===== src/rtl/four_input_gate_pkg.sv =====
// Shared widths and gate_select encodings for the four-input reference gate tester.
package four_input_gate_pkg;

   localparam int unsigned PAT_W = 4;
   localparam int unsigned SEL_W = 3;

   localparam logic [SEL_W-1:0] SEL_AND  = 3'b000;
   localparam logic [SEL_W-1:0] SEL_OR   = 3'b001;
   localparam logic [SEL_W-1:0] SEL_NAND = 3'b010;
   localparam logic [SEL_W-1:0] SEL_NOR  = 3'b011;
   localparam logic [SEL_W-1:0] SEL_XOR  = 3'b100;
   localparam logic [SEL_W-1:0] SEL_XNOR = 3'b101;

endpackage


===== src/rtl/four_input_and.sv =====
// Leaf combinational 4-input AND.
module four_input_and (
   input  logic A,
   input  logic B,
   input  logic C,
   input  logic D,
   output logic Y
);

   assign Y = A & B & C & D;

endmodule


===== src/rtl/four_input_nand.sv =====
// Leaf combinational 4-input NAND.
module four_input_nand (
   input  logic A,
   input  logic B,
   input  logic C,
   input  logic D,
   output logic Y
);

   assign Y = ~(A & B & C & D);

endmodule


===== src/rtl/mux_gate.sv =====
// Combinational selector choosing one reference gate result by gate_select code.
module mux_gate
   import four_input_gate_pkg::*;
#(
   parameter logic INVALID_Y = 1'b0
) (
   input  logic [SEL_W-1:0] select,
   input  logic             W_AND,
   input  logic             W_OR,
   input  logic             W_NAND,
   input  logic             W_NOR,
   input  logic             W_XOR,
   input  logic             W_XNOR,
   output logic             Y
);

   always_comb begin
      Y = INVALID_Y;
      case (select)
         SEL_AND:  Y = W_AND;
         SEL_OR:   Y = W_OR;
         SEL_NAND: Y = W_NAND;
         SEL_NOR:  Y = W_NOR;
         SEL_XOR:  Y = W_XOR;
         SEL_XNOR: Y = W_XNOR;
         default:  Y = INVALID_Y;
      endcase
   end

endmodule


===== src/rtl/four_input_gate_ref.sv =====
// Reference gate model for IC testing: registers selected gate output and dut_op match.
// Define FOUR_INPUT_EXT_GATES_EN to enable OR/NOR/XOR/XNOR; otherwise those codes return AND.
module four_input_gate_ref
   import four_input_gate_pkg::*;
#(
   parameter logic INVALID_SEL_Y = 1'b0
) (
   input  logic             clk,
   input  logic             rst_n,
   input  logic [PAT_W-1:0] pattern,
   input  logic             in_valid,
   input  logic [SEL_W-1:0] gate_select,
   input  logic             dut_op,
   output logic             y,
   output logic             y_valid,
   output logic             match
);

   logic w_and;
   logic w_nand;
   logic w_or;
   logic w_nor;
   logic w_xor;
   logic w_xnor;
   logic w_sel_y;
   logic r_y;
   logic r_match;
   logic r_y_valid;

   four_input_and u_and (
      .A (pattern[0]),
      .B (pattern[1]),
      .C (pattern[2]),
      .D (pattern[3]),
      .Y (w_and)
   );

   four_input_nand u_nand (
      .A (pattern[0]),
      .B (pattern[1]),
      .C (pattern[2]),
      .D (pattern[3]),
      .Y (w_nand)
   );

`ifdef FOUR_INPUT_EXT_GATES_EN
   assign w_or   = |pattern;
   assign w_nor  = ~w_or;
   assign w_xor  = ^pattern;
   assign w_xnor = ~w_xor;
`else
   // Reduced build: unsupported gate codes alias to the AND result.
   assign w_or   = w_and;
   assign w_nor  = w_and;
   assign w_xor  = w_and;
   assign w_xnor = w_and;
`endif

   mux_gate #(
      .INVALID_Y (INVALID_SEL_Y)
   ) u_mux (
      .select (gate_select),
      .W_AND  (w_and),
      .W_OR   (w_or),
      .W_NAND (w_nand),
      .W_NOR  (w_nor),
      .W_XOR  (w_xor),
      .W_XNOR (w_xnor),
      .Y      (w_sel_y)
   );

   // y/match hold when idle; y_valid pulses one cycle after each sample.
   always_ff @(posedge clk or negedge rst_n) begin
      if (!rst_n) begin
         r_y       <= 1'b0;
         r_match   <= 1'b0;
         r_y_valid <= 1'b0;
      end else begin
         r_y_valid <= in_valid;
         if (in_valid) begin
            r_y     <= w_sel_y;
            r_match <= (dut_op == w_sel_y);
         end
      end
   end

   assign y       = r_y;
   assign match   = r_match;
   assign y_valid = r_y_valid;

endmodule


===== config.mk =====
export PLATFORM = sky130hd
export DESIGN_NAME = four_input_gate_ref
export DESIGN_NICKNAME = d
export VERILOG_FILES = /design/src/rtl/four_input_gate_pkg.sv /design/src/rtl/four_input_and.sv /design/src/rtl/four_input_nand.sv /design/src/rtl/mux_gate.sv /design/src/rtl/four_input_gate_ref.sv
export SDC_FILE = /design/constraint.sdc
export NUM_CORES = 1
export LEC_CHECK = 0
export BUFFER_PORTS_ARGS = -buffer_cell sky130_fd_sc_hd__buf_4
export CAP_MARGIN = 20
export CORE_AREA = 5 5 42 44
export CTS_CLUSTER_SIZE = 25
export DETAILED_ROUTE_END_ITERATION = 12
export DIE_AREA = 0 0 47 49
export SLEW_MARGIN = 25
export SYNTH_ARGS = -nofsm -noshare
export SYNTH_HDL_FRONTEND = slang
export SYNTH_HIERARCHICAL = 1
export SYNTH_SLANG_ARGS = --single-unit

===== constraint.sdc =====
create_clock -name clk -period 0.8 [get_ports clk]
set_input_delay 0.2 -clock clk [delete_from_list [all_inputs] [get_ports clk]]
set_output_delay 0.2 -clock clk [all_outputs]
set_load 0.02 [all_outputs]

# Yosys cells after proc, flatten, opt, wreduce, memory -nomap -nowiden
# Cells that the tools add are included.
[classes]
n_eq_ne = 6
mux = 1
bitwise = 4
n_reduce_logical = 2
[op_table]
columns = ["op", "n"]
rows = [
  ["$eq A3 B2 Y1 const B", 2],
  ["$eq A3 B3 Y1 const B", 2],
  ["$reduce_or A5 Y1", 1],
  ["$and A1 B1 Y1", 3],
  ["$eq A3 B1 Y1 const B", 1],
  ["$logic_not A3 Y1", 1],
  ["$pmux W1 S2", 1],
  ["$eq A1 B1 Y1", 1],
  ["$not A1 Y1", 1],
]
[totals]
ff_bits = 3
in_bits = 11
output_inout_bits = 3
wordCells = 16

# Logic depth before layout (Yosys ltp)
[logic_depth]
ltp_word = 6
depth_mapped = 6
mapped_depth_nobuf = 6

# By module
# The synthesis kept the hierarchy.
[modules_own_cells]
columns = ["module", "instances", "cells_each", "area_each_um2", "seq_area_each_um2"]
rows = [
  ["four_input_gate_ref", 1, 6, 110.1, 75.1],
  ["mux_gate", 1, 4, 47.5, 0.0],
  ["four_input_and", 1, 1, 8.8, 0.0],
  ["four_input_nand", 1, 1, 6.3, 0.0],
]

# Least setup slack after synthesis
# OpenSTA, ideal clock, no wires.
[synth_timing]
path_type = "in2reg"
start = "input port pattern[2]"
end = "register r_match (netlist: match)"
setup_time_ns = 0.125
arrival_time_ns = 1.510
required_ns = 0.675
setup_slack_ns = -0.835
stages = 5
path_buffers = 0
path_cell_list = "and4_1 -> mux4_2 -> mux2_2 -> xnor2_1 -> mux2_4"
[synth_between]
elab_chain_cells = 5
[synth_rtl]
columns = ["item", "line_no", "source"]
rows = [
  ["start: declaration", "four_input_gate_ref.sv:10", "input logic [PAT_W-1:0] pattern,"],
  ["$and A1 B1 Y1 (*) (2 in series)", "four_input_and.sv:10, four_input_nand.sv:10", ""],
  ["$not A1 Y1", "four_input_nand.sv:10", "assign Y = ~(A & B & C & D);"],
  ["$pmux W1 S2 (*)", "mux_gate.sv:19", "case (select)"],
  ["net w_sel_y", "four_input_gate_ref.sv:25", "logic w_sel_y;"],
  ["$eq A1 B1 Y1 (*)", "four_input_gate_ref.sv:82", "r_match <= (dut_op == w_sel_y);"],
  ["end signal: assignment", "four_input_gate_ref.sv:82", ""],
  ["end: declaration", "four_input_gate_ref.sv:27", "logic r_match;"],
]
# Mark *: on every way through the listed nets, which the timed path passes. The rest lies on a longest branch.
# A chain may end at the register's enable or synchronous reset.

# Worst setup path after layout
[layout_timing]
start = "input port pattern[2]"
end = "register r_match (netlist: match)"
[layout_between]
elab_chain_cells = 5
[layout_rtl]
columns = ["item", "line_no", "source"]
rows = [
  ["$and A1 B1 Y1 (*) (2 in series)", "four_input_and.sv:10", "assign Y = A & B & C & D;"],
  ["net w_and", "four_input_gate_ref.sv:19", "logic w_and;"],
  ["$not A1 Y1", "four_input_nand.sv:10", ""],
  ["$pmux W1 S2 (*)", "mux_gate.sv:19", ""],
  ["net w_sel_y", "four_input_gate_ref.sv:25", ""],
  ["$eq A1 B1 Y1 (*)", "four_input_gate_ref.sv:82", ""],
]
# Marks and branches as above.

==> flow_summary_export.csv <==
group,metric,value,unit
timing,finalCriticalPeriod,1.49,ns
drt,drtIter0Drc,2,
yosys,syn_area,173,um2
floorplanning,rows,14,
placement,gp_congestion,0.588,
global_route,antenna_found_initial,0,
global_route,grt_pass1_wl,800,um
floorplanning,top_level_ports,14,
yosys,async_flop_share,100,%
layout,multi_input_area,111,um2
timing,setup_slack,-0.695,ns
yosys,synth_area_leader_cell,"dfrtp_1",
yosys,synth_cell_types,9,
placement,portBuffers,13,
placement,dp_hpwl,376,um
cts,clk_pin_slew,0.04,ns
worst_hold_path,hold_class,"input port to flop",
timing,period_share,187,%
yosys,synth_top_area_share,43.5,%
layout,fin_util,27.8,%
worst_setup_path,r2r_cells,2,
drt,wl,443,um
drt,num_vias,190,
cts,clock-sinks,3,
placement,dp_worst_setup_slack,-0.949,ns
layout,antenna_cells,0,
global_route,grt_max_degree,5,
job,maxCapViolCount,0,
yosys,synth-seq-cells,3,
layout,drive_gt1_share,75.8,%
placement,dp_cells,43,
timing,max_freq,0.669,GHz
layout,finalNetCount,45,
cts,clk_latency,0.23,ns
yosys,synthCells,12,
cts,clockBufferDepth,2,
floorplanning,die_w,47,um
worst_setup_path,worstReg2RegEnd,"match",
worst_hold_path,min_to,"y_valid",
worst_setup_path,critPathCaptureType,"flop",
yosys,yosysMostFrequentCell,"dfrtp_1",
worst_setup_path,critPathLaunchType,"input port",
layout,stdcell_area,389,um2
worst_setup_path,worst-endpoint-required,0.91,ns
timing,hold_viol,0,
power,leakage,0.189,nW
worst_hold_path,hold_depth,1,
cts,numCtsBuffers,3,
cts,clock-root-buffer,"clkbuf_4",
timing,max_slew_margin,91.5,%
drt,wire_per_inst,9.04,um
layout,ff_latch_area,75.1,um2
cts,cts_max_level,1,
floorplanning,die-area,2300,um2
floorplanning,core-area,1400,um2
yosys,yosysWarningCount,6,
yosys,synth_edf_count,0,
drt,vias_per_cell,3.88,
floorplanning,die_y,49,um
yosys,synth_area_per_cell,14.4,um2
global_route,gr-total-overflow,0,
drt,detail_route.first_pass.iterations,2,
layout,fin_cells,49,
yosys,synth_flop_cell,"dfrtp_1",
yosys,synth_common_cells,"dfrtp_1 (3), mux2_2 (2)",
power,power_density,1600,nW/um2
floorplanning,initial_core_util,12.3,%
drt,antenna_left,0,
power,vdd_ir_drop_max,296,uV
yosys,yosysSeqAreaShare,43.5,%
worst_setup_path,cp_max_fo,4,
yosys,syn_nets,23,
yosys,synth_top_cells_by_area,"dfrtp_1 (43%), mux2_2 (13%), mux4_2 (13%), mux2_4 (8.7%), mux2i_1 (5.8%)",
placement,place_area,312,um2
power,total_power,0.621,mW
worst_hold_path,min_from,"in_valid",
layout,fillers,156,
global_route,grt.total_usage,5.65,%
drt,drcViolationCount,0,
worst_setup_path,crit_type,"input port to flop",
timing,finalSetupViolations,5,
worst_setup_path,rr_startpoint,"match",
outcome,status,"finished, violations left",
timing,maxSlewViolCount,0,
global_route,grt_pass1_vias,217,
worst_setup_path,crit_arrival,1.61,ns
timing,skew,0,ns
timing,worst_pin_slew,0.123,ns
layout,area_delta_synth_final,125,%
outcome,violations,"negative setup slack",
timing,rsz0062_at_grt,"yes",
cts,cts_tree,"yes",
worst_setup_path,rrSetupSlack,-0.08,ns
layer usage:
layer | global-route usage, % | routed length (um)
met4 | 6.91 | 21
met1 | 5.56 | 136
met5 | 0 | 0
met2 | 5.88 | 176
met3 | 5.17 | 108
sequential cells by signal, indices dropped and copies added, names as in the netlist:
signal	flops
y_valid	1
y	1
match	1
cell usage in the layout, fill, tap and decap left out, drive strengths merged:
cell type / instances
buf: 16
clkbuf: 4
dfrtp: 3
mux2: 3
xnor2: 1
dlygate4sd3: 1
and4: 1
mux4: 1
mux2i: 1
nor2: 1
nand4: 1
through the flow:
stage | TNS [ns] | hold slack, ns
floorplan | -1.48 | -0.0956
global placement | -1.77 | -0.00994
detailed placement | -1.78 | -0.00821
CTS | -1.70 | 0.0966
global route | -1.84 | 0.0897
finish | -1.68 | 0.104
kinds of logic (layout without fill, tap and decap cells):
logic type	after synthesis	count (layout)	synth area share, %
AND/OR/NAND/NOR	3	3	10.9
flip-flops	3	3	43.5
XOR/XNOR	1	1	5.07
buffers and inverters	0	21	0
multiplexers	5	5	40.6
worst max-delay path: stages:
cell     delay [ns]
buf_6          0.09
and4_4         0.19
mux4_2         0.46
mux2_4         0.30
xnor2_2        0.13
mux2_4         0.25
cell type report:
| cell class | instances | area share (%) |
|---|---|---|
| Clock buffer | 4 | 6.75 |
| Sequential cell | 3 | 19.3 |
| Multi-Input combinational cell | 9 | 28.6 |
| Tap cell | 16 | 5.14 |
| Timing Repair Buffer | 17 | 40.2 |
report_power, final:
group	leakage [nW]	internal [mW]	switching [mW]
clock	0.0150	0.187	0.0791
sequential	0.0367	0.168	0.00924
combinational	0.137	0.120	0.0574
timing repair:
| action | 4_1_cts | 5_1_grt |
|---|---|---|
| hold buffers | 1 | 0 |
| buffers inserted | 1 | 0 |
| hold endpoints to repair | 3 | 0 |
| endpoints found under the setup margin | 5 | 5 |
| gates resized for setup | 7 | 1 |
| pin swaps | 2 | 2 |
worst max-delay path by stage:
stage | cells after the start | slack, ns | startpoint | to
floorplan | 5 | -0.80 | pattern[2] | match
global placement | 6 | -0.94 | pattern[2] | match
detailed placement | 6 | -0.95 | pattern[2] | match
CTS | 6 | -0.69 | pattern[1] | match
global route | 6 | -0.72 | pattern[2] | match
finish | 6 | -0.69 | pattern[2] | match
No activity file was read; power rests on OpenSTA's default activity.
